**src/rtl/sap_controller_sequencer.sv**
```systemverilog
// SAP-1 control unit: one-hot T1..T6 ring counter with a Moore decode of (T-state, opcode) into the bus control word.
// Define SAP_VAR_CYCLE_EN to end each instruction right after its last active T-state instead of always running six.
module sap_controller_sequencer #(
  parameter logic [3:0] OP_LDA = 4'h0,
  parameter logic [3:0] OP_ADD = 4'h1,
  parameter logic [3:0] OP_SUB = 4'h2,
  parameter logic [3:0] OP_OUT = 4'hE,
  parameter logic [3:0] OP_HLT = 4'hF
) (
  input  logic       clk,
  input  logic       clr_n,
  input  logic [3:0] ir_opcode,
  output logic [5:0] t_state,
  output logic       cp,
  output logic       ep,
  output logic       lm_n,
  output logic       ce_n,
  output logic       li_n,
  output logic       ei_n,
  output logic       la_n,
  output logic       ea,
  output logic       su,
  output logic       eu,
  output logic       lb_n,
  output logic       lo_n,
  output logic       hlt,
  output logic       instr_done
);

  typedef enum logic [5:0] {
    T1 = 6'b000001,
    T2 = 6'b000010,
    T3 = 6'b000100,
    T4 = 6'b001000,
    T5 = 6'b010000,
    T6 = 6'b100000
  } tstate_e;

  tstate_e state;
  tstate_e state_next;
  tstate_e last_t;
  logic    hlt_q;
  logic    hlt_next;
  logic    halt_now;

  always_ff @(posedge clk or negedge clr_n) begin
    if (!clr_n) begin
      state <= T1;
      hlt_q <= 1'b0;
    end else begin
      state <= state_next;
      hlt_q <= hlt_next;
    end
  end

`ifdef SAP_VAR_CYCLE_EN
  // Undefined opcodes end after fetch; the IR holds the opcode by T3 in this mode.
  always_comb begin
    last_t = T6;
    case (ir_opcode)
      OP_LDA:         last_t = T5;
      OP_ADD, OP_SUB: last_t = T6;
      OP_OUT:         last_t = T4;
      OP_HLT:         last_t = T6;
      default:        last_t = T3;
    endcase
  end
`else
  always_comb begin
    last_t = T6;
  end
`endif

  assign halt_now = (state == T4) && (ir_opcode == OP_HLT);

  always_comb begin
    state_next = T1;
    hlt_next   = hlt_q;
    case (state)
      T1, T2, T3, T4, T5, T6: begin
        if (hlt_q || halt_now) begin
          state_next = state;
          hlt_next   = 1'b1;
        end else if (state == last_t) begin
          state_next = T1;
        end else begin
          state_next = tstate_e'({state[4:0], 1'b0});
        end
      end
      default: state_next = T1;
    endcase
  end

  // Lines idle at their inactive level while in reset or halted.
  always_comb begin
    cp   = 1'b0;
    ep   = 1'b0;
    lm_n = 1'b1;
    ce_n = 1'b1;
    li_n = 1'b1;
    ei_n = 1'b1;
    la_n = 1'b1;
    ea   = 1'b0;
    su   = 1'b0;
    eu   = 1'b0;
    lb_n = 1'b1;
    lo_n = 1'b1;
    if (clr_n && !hlt_q) begin
      case (state)
        T1: begin
          ep   = 1'b1;
          lm_n = 1'b0;
        end
        T2: cp = 1'b1;
        T3: begin
          ce_n = 1'b0;
          li_n = 1'b0;
        end
        T4: begin
          case (ir_opcode)
            OP_LDA, OP_ADD, OP_SUB: begin
              ei_n = 1'b0;
              lm_n = 1'b0;
            end
            OP_OUT: begin
              ea   = 1'b1;
              lo_n = 1'b0;
            end
            default: ;
          endcase
        end
        T5: begin
          case (ir_opcode)
            OP_LDA: begin
              ce_n = 1'b0;
              la_n = 1'b0;
            end
            OP_ADD, OP_SUB: begin
              ce_n = 1'b0;
              lb_n = 1'b0;
            end
            default: ;
          endcase
        end
        T6: begin
          case (ir_opcode)
            OP_ADD: begin
              eu   = 1'b1;
              la_n = 1'b0;
            end
            OP_SUB: begin
              eu   = 1'b1;
              su   = 1'b1;
              la_n = 1'b0;
            end
            default: ;
          endcase
        end
        default: ;
      endcase
    end
  end

  assign t_state    = state;
  assign hlt        = hlt_q | halt_now;
  assign instr_done = clr_n && !hlt && (state == last_t);

endmodule

```
**config.mk**
```make
export PLATFORM = sky130hd
export DESIGN_NAME = sap_controller_sequencer
export DESIGN_NICKNAME = d
export VERILOG_FILES = /design/src/rtl/sap_controller_sequencer.sv
export SDC_FILE = /design/constraint.sdc
export NUM_CORES = 1
export LEC_CHECK = 0
export CORE_AREA = 4 4 41 43
export CTS_BUF_LIST = sky130_fd_sc_hd__clkbuf_8
export CTS_CLUSTER_DIAMETER = 30
export DETAILED_ROUTE_END_ITERATION = 6
export DIE_AREA = 0 0 45 47
export DONT_BUFFER_PORTS = 1
export HOLD_SLACK_MARGIN = 0.06
export SLEW_MARGIN = 20
export SYNTH_ARGS = -nofsm -noshare
export SYNTH_HDL_FRONTEND = slang
export SYNTH_SLANG_ARGS = --single-unit
```
**constraint.sdc**
```tcl
create_clock -name clk -period 4.3 [get_ports clk]
set_clock_uncertainty 0.2 [all_clocks]
set_input_delay 0.43 -clock clk [delete_from_list [all_inputs] [get_ports clk]]
set_output_delay 0.43 -clock clk [all_outputs]
set_load 0.005 [all_outputs]
```
==> results.json <==
{
  "diodes": 0,
  "cpMostUsedCell": "nor4_1",
  "synth.area.top_cells": "dfrtp_1 25%, nor2_1 7.0%, mux2i_1 5.1%, nor3b_1 5.1%, dfstp_2 4.4%",
  "dieWidth_um": 45,
  "final_common_cell": "nor2_1",
  "grt_antenna_before_repair": 0,
  "max_stage_delay_ns": 0.78,
  "design_area_sq_um": 632,
  "slew_viol_final": 0,
  "synthArstFlopShare": 1.00,
  "grt-ovfl-total": 0,
  "post-place-ws_ns": 1.69,
  "syn-cell-area_sq_um": 591,
  "grt_use_total": 0.155,
  "crit_buf_inv": 1,
  "post_cts_resized": 0,
  "ys_ff_latch": 7,
  "wl_per_cell_um": 15.8,
  "num-nets-final": 81,
  "slew-limit-headroom": 0.427,
  "drt_wl_total_um": 1410,
  "power_leakage_nw": 0.253,
  "tns_ns": 0,
  "insertion_delay_ns": 0.22,
  "post_cts_buffers": 0,
  "period_share": 0.657,
  "finalSetupViolations": 0,
  "grt_first_pass_wirelength_um": 2320,
  "yosysSeqAreaShare": 0.299,
  "worstPathArrival_ns": 2.20,
  "rsz0062_at_grt": "false",
  "first_pass_iters": 4,
  "rows": 13,
  "final_cell_mix": "11 x nor2_1, 6 x nand2_1, 6 x dfrtp_1, 5 x inv_1",
  "ioPinCount": 26,
  "drtIter0Drc": 16,
  "syn_inst": 75,
  "cp_cell_sequence": "nor4_1 -> nand2_1 -> nor4_1 -> inv_1",
  "h-tree-depth": 1,
  "clockBufferDepth": 2,
  "clk_pin_slew_ns": 0.04,
  "hp-class": "input port to flip-flop",
  "period_needed_ns": 2.83,
  "cp_slowest_cell": "nor4_1",
  "hpwlAfterDp_um": 1050,
  "startpoint_type": "flip-flop",
  "synth_top_area_frac": 0.254,
  "crit_type": "flip-flop to primary output",
  "initial_core_util": 0.454,
  "worst-path-max-fanout": 9,
  "fmax_ghz": 0.354,
  "cts_tree": "built",
  "placed_area_sq_um": 577,
  "place_congestion": 0.708,
  "worst-r2r-setup-slack_ns": 2.03,
  "drc": 0,
  "status": "completed",
  "root_buffer": "clkbuf_8",
  "drive_gt1_frac": 0.0946,
  "synth.distinct_cells": 30,
  "yosysWarnings": 0,
  "die_height_um": 47,
  "synth_nets": 81,
  "critPathRequiredTime_ns": 3.67,
  "endpoint_kind": "primary output",
  "portBuffers": 0,
  "grt_max_degree": 13,
  "fill_cells": 139,
  "powerDensity_mw_per_mm2": 608,
  "hold_buffers": 1,
  "tightest_slew_ns": 0.851,
  "synthFlopType": "dfrtp_1",
  "core_area_sq_mm": 0.00130,
  "crit_family": "simple AND/OR/NAND/NOR gates",
  "drt-vias-per-instance": 6.28,
  "cts_sinks": 7,
  "ir_worst_vdd_uv": 269,
  "cts_made_buffers": 3,
  "ant_nets": 0,
  "grt_pass1_vias": 511,
  "fin_ws_ns": 1.47,
  "syn_to_final_growth_pct": 6.99,
  "syn_area_per_cell_sq_um": 7.87,
  "synth_edf_count": 0,
  "dr_total_vias": 559,
  "maxCapViolations": 0,
  "hold_viol": 0,
  "synth_top_area_cell": "dfrtp_1",
  "die_area_sq_mm": 0.00212
}
## power breakdown
part | switching, mW | internal (mW)
clock network | 0.0252 | 0.0614
logic | 0.0788 | 0.0749
registers | 0.0542 | 0.0895
## cells by family (layout without fill, tap and decap cells)
logic type                 count (synthesis)  in the layout  share of synthesized area
AOI/OAI and AO/OA                         11             11                      0.121
adders and majority gates                  1              1                     0.0191
DFF                                        7              7                      0.299
xor gates and xnor gates                   2              2                     0.0297
and+or+nand+nor                           41             41                      0.400
buffers and inverters                     10              9                     0.0805
muxes                                      3              3                     0.0508
## Yosys cell counts, types with 2 or more instances
cell	instances
nor3_1	3
nor4_1	2
and4b_1	2
clkbuf_1	3
xor2_1	2
nand2b_1	2
a21oi_1	2
mux2i_1	3
dfrtp_1	6
inv_1	4
nor2_1	11
buf_2	2
a41oi_1	2
nand3_1	3
o21ai_0	4
nand4_1	2
nor3b_1	4
nand2_1	6
## worst paths after layout
check	from	endpoint	depth (start not counted)
setup / recovery	t_state[4]$_DFFE_PN0P_	lo_n	4
hold / removal	ir_opcode[1]	hlt_q$_DFFE_PN0P_	2
setup reg to reg	t_state[4]$_DFFE_PN0P_	t_state[3]$_DFFE_PN0P_	4
hold reg to reg	t_state[0]$_DFFE_PN1P_	t_state[1]$_DFFE_PN0P_	2
max in group asynchronous	clr_n	t_state[0]$_DFFE_PN1P_	1
min in group asynchronous	clr_n	t_state[3]$_DFFE_PN0P_	1
## metal layers
layer / GRT usage / wire (um)
met5: 0 / 0
met4: 0.105 / 35
met3: 0.0345 / 100
met2: 0.232 / 632
met1: 0.199 / 636
## registers in the layout, indices dropped and copies added (netlist names)
| register | flops |
|---|---|
| t_state | 6 |
| hlt_q | 1 |
## final cells by class
cell class	count	area [sq um]	share of cell area
multi-input combinational	58	367	0.580
sequential	7	176	0.279
clock buffer	3	41.3	0.0653
tap	15	18.8	0.0297
inverter	4	15.0	0.0238
timing repair buffer	1	10.0	0.0158
clock inverter	1	3.75	0.00594
## metrics by stage
| stage | std cells | total power, mW | hold WS (ns) | utilization |
|---|---|---|---|---|
| 2_1_floorplan | 75 | 0.271 | -0.0656 | - |
| 3_3_place_gp | 84 | 0.295 | -0.0654 | 0.443 |
| 3_5_place_dp | 84 | 0.298 | -0.0654 | 0.443 |
| 4_1_cts | 89 | 0.388 | 0.316 | 0.486 |
| 5_1_grt | 89 | 0.417 | 0.360 | 0.486 |
| 6_report | 89 | 0.384 | 0.320 | 0.486 |
Power figures use the tool's default switching activity.
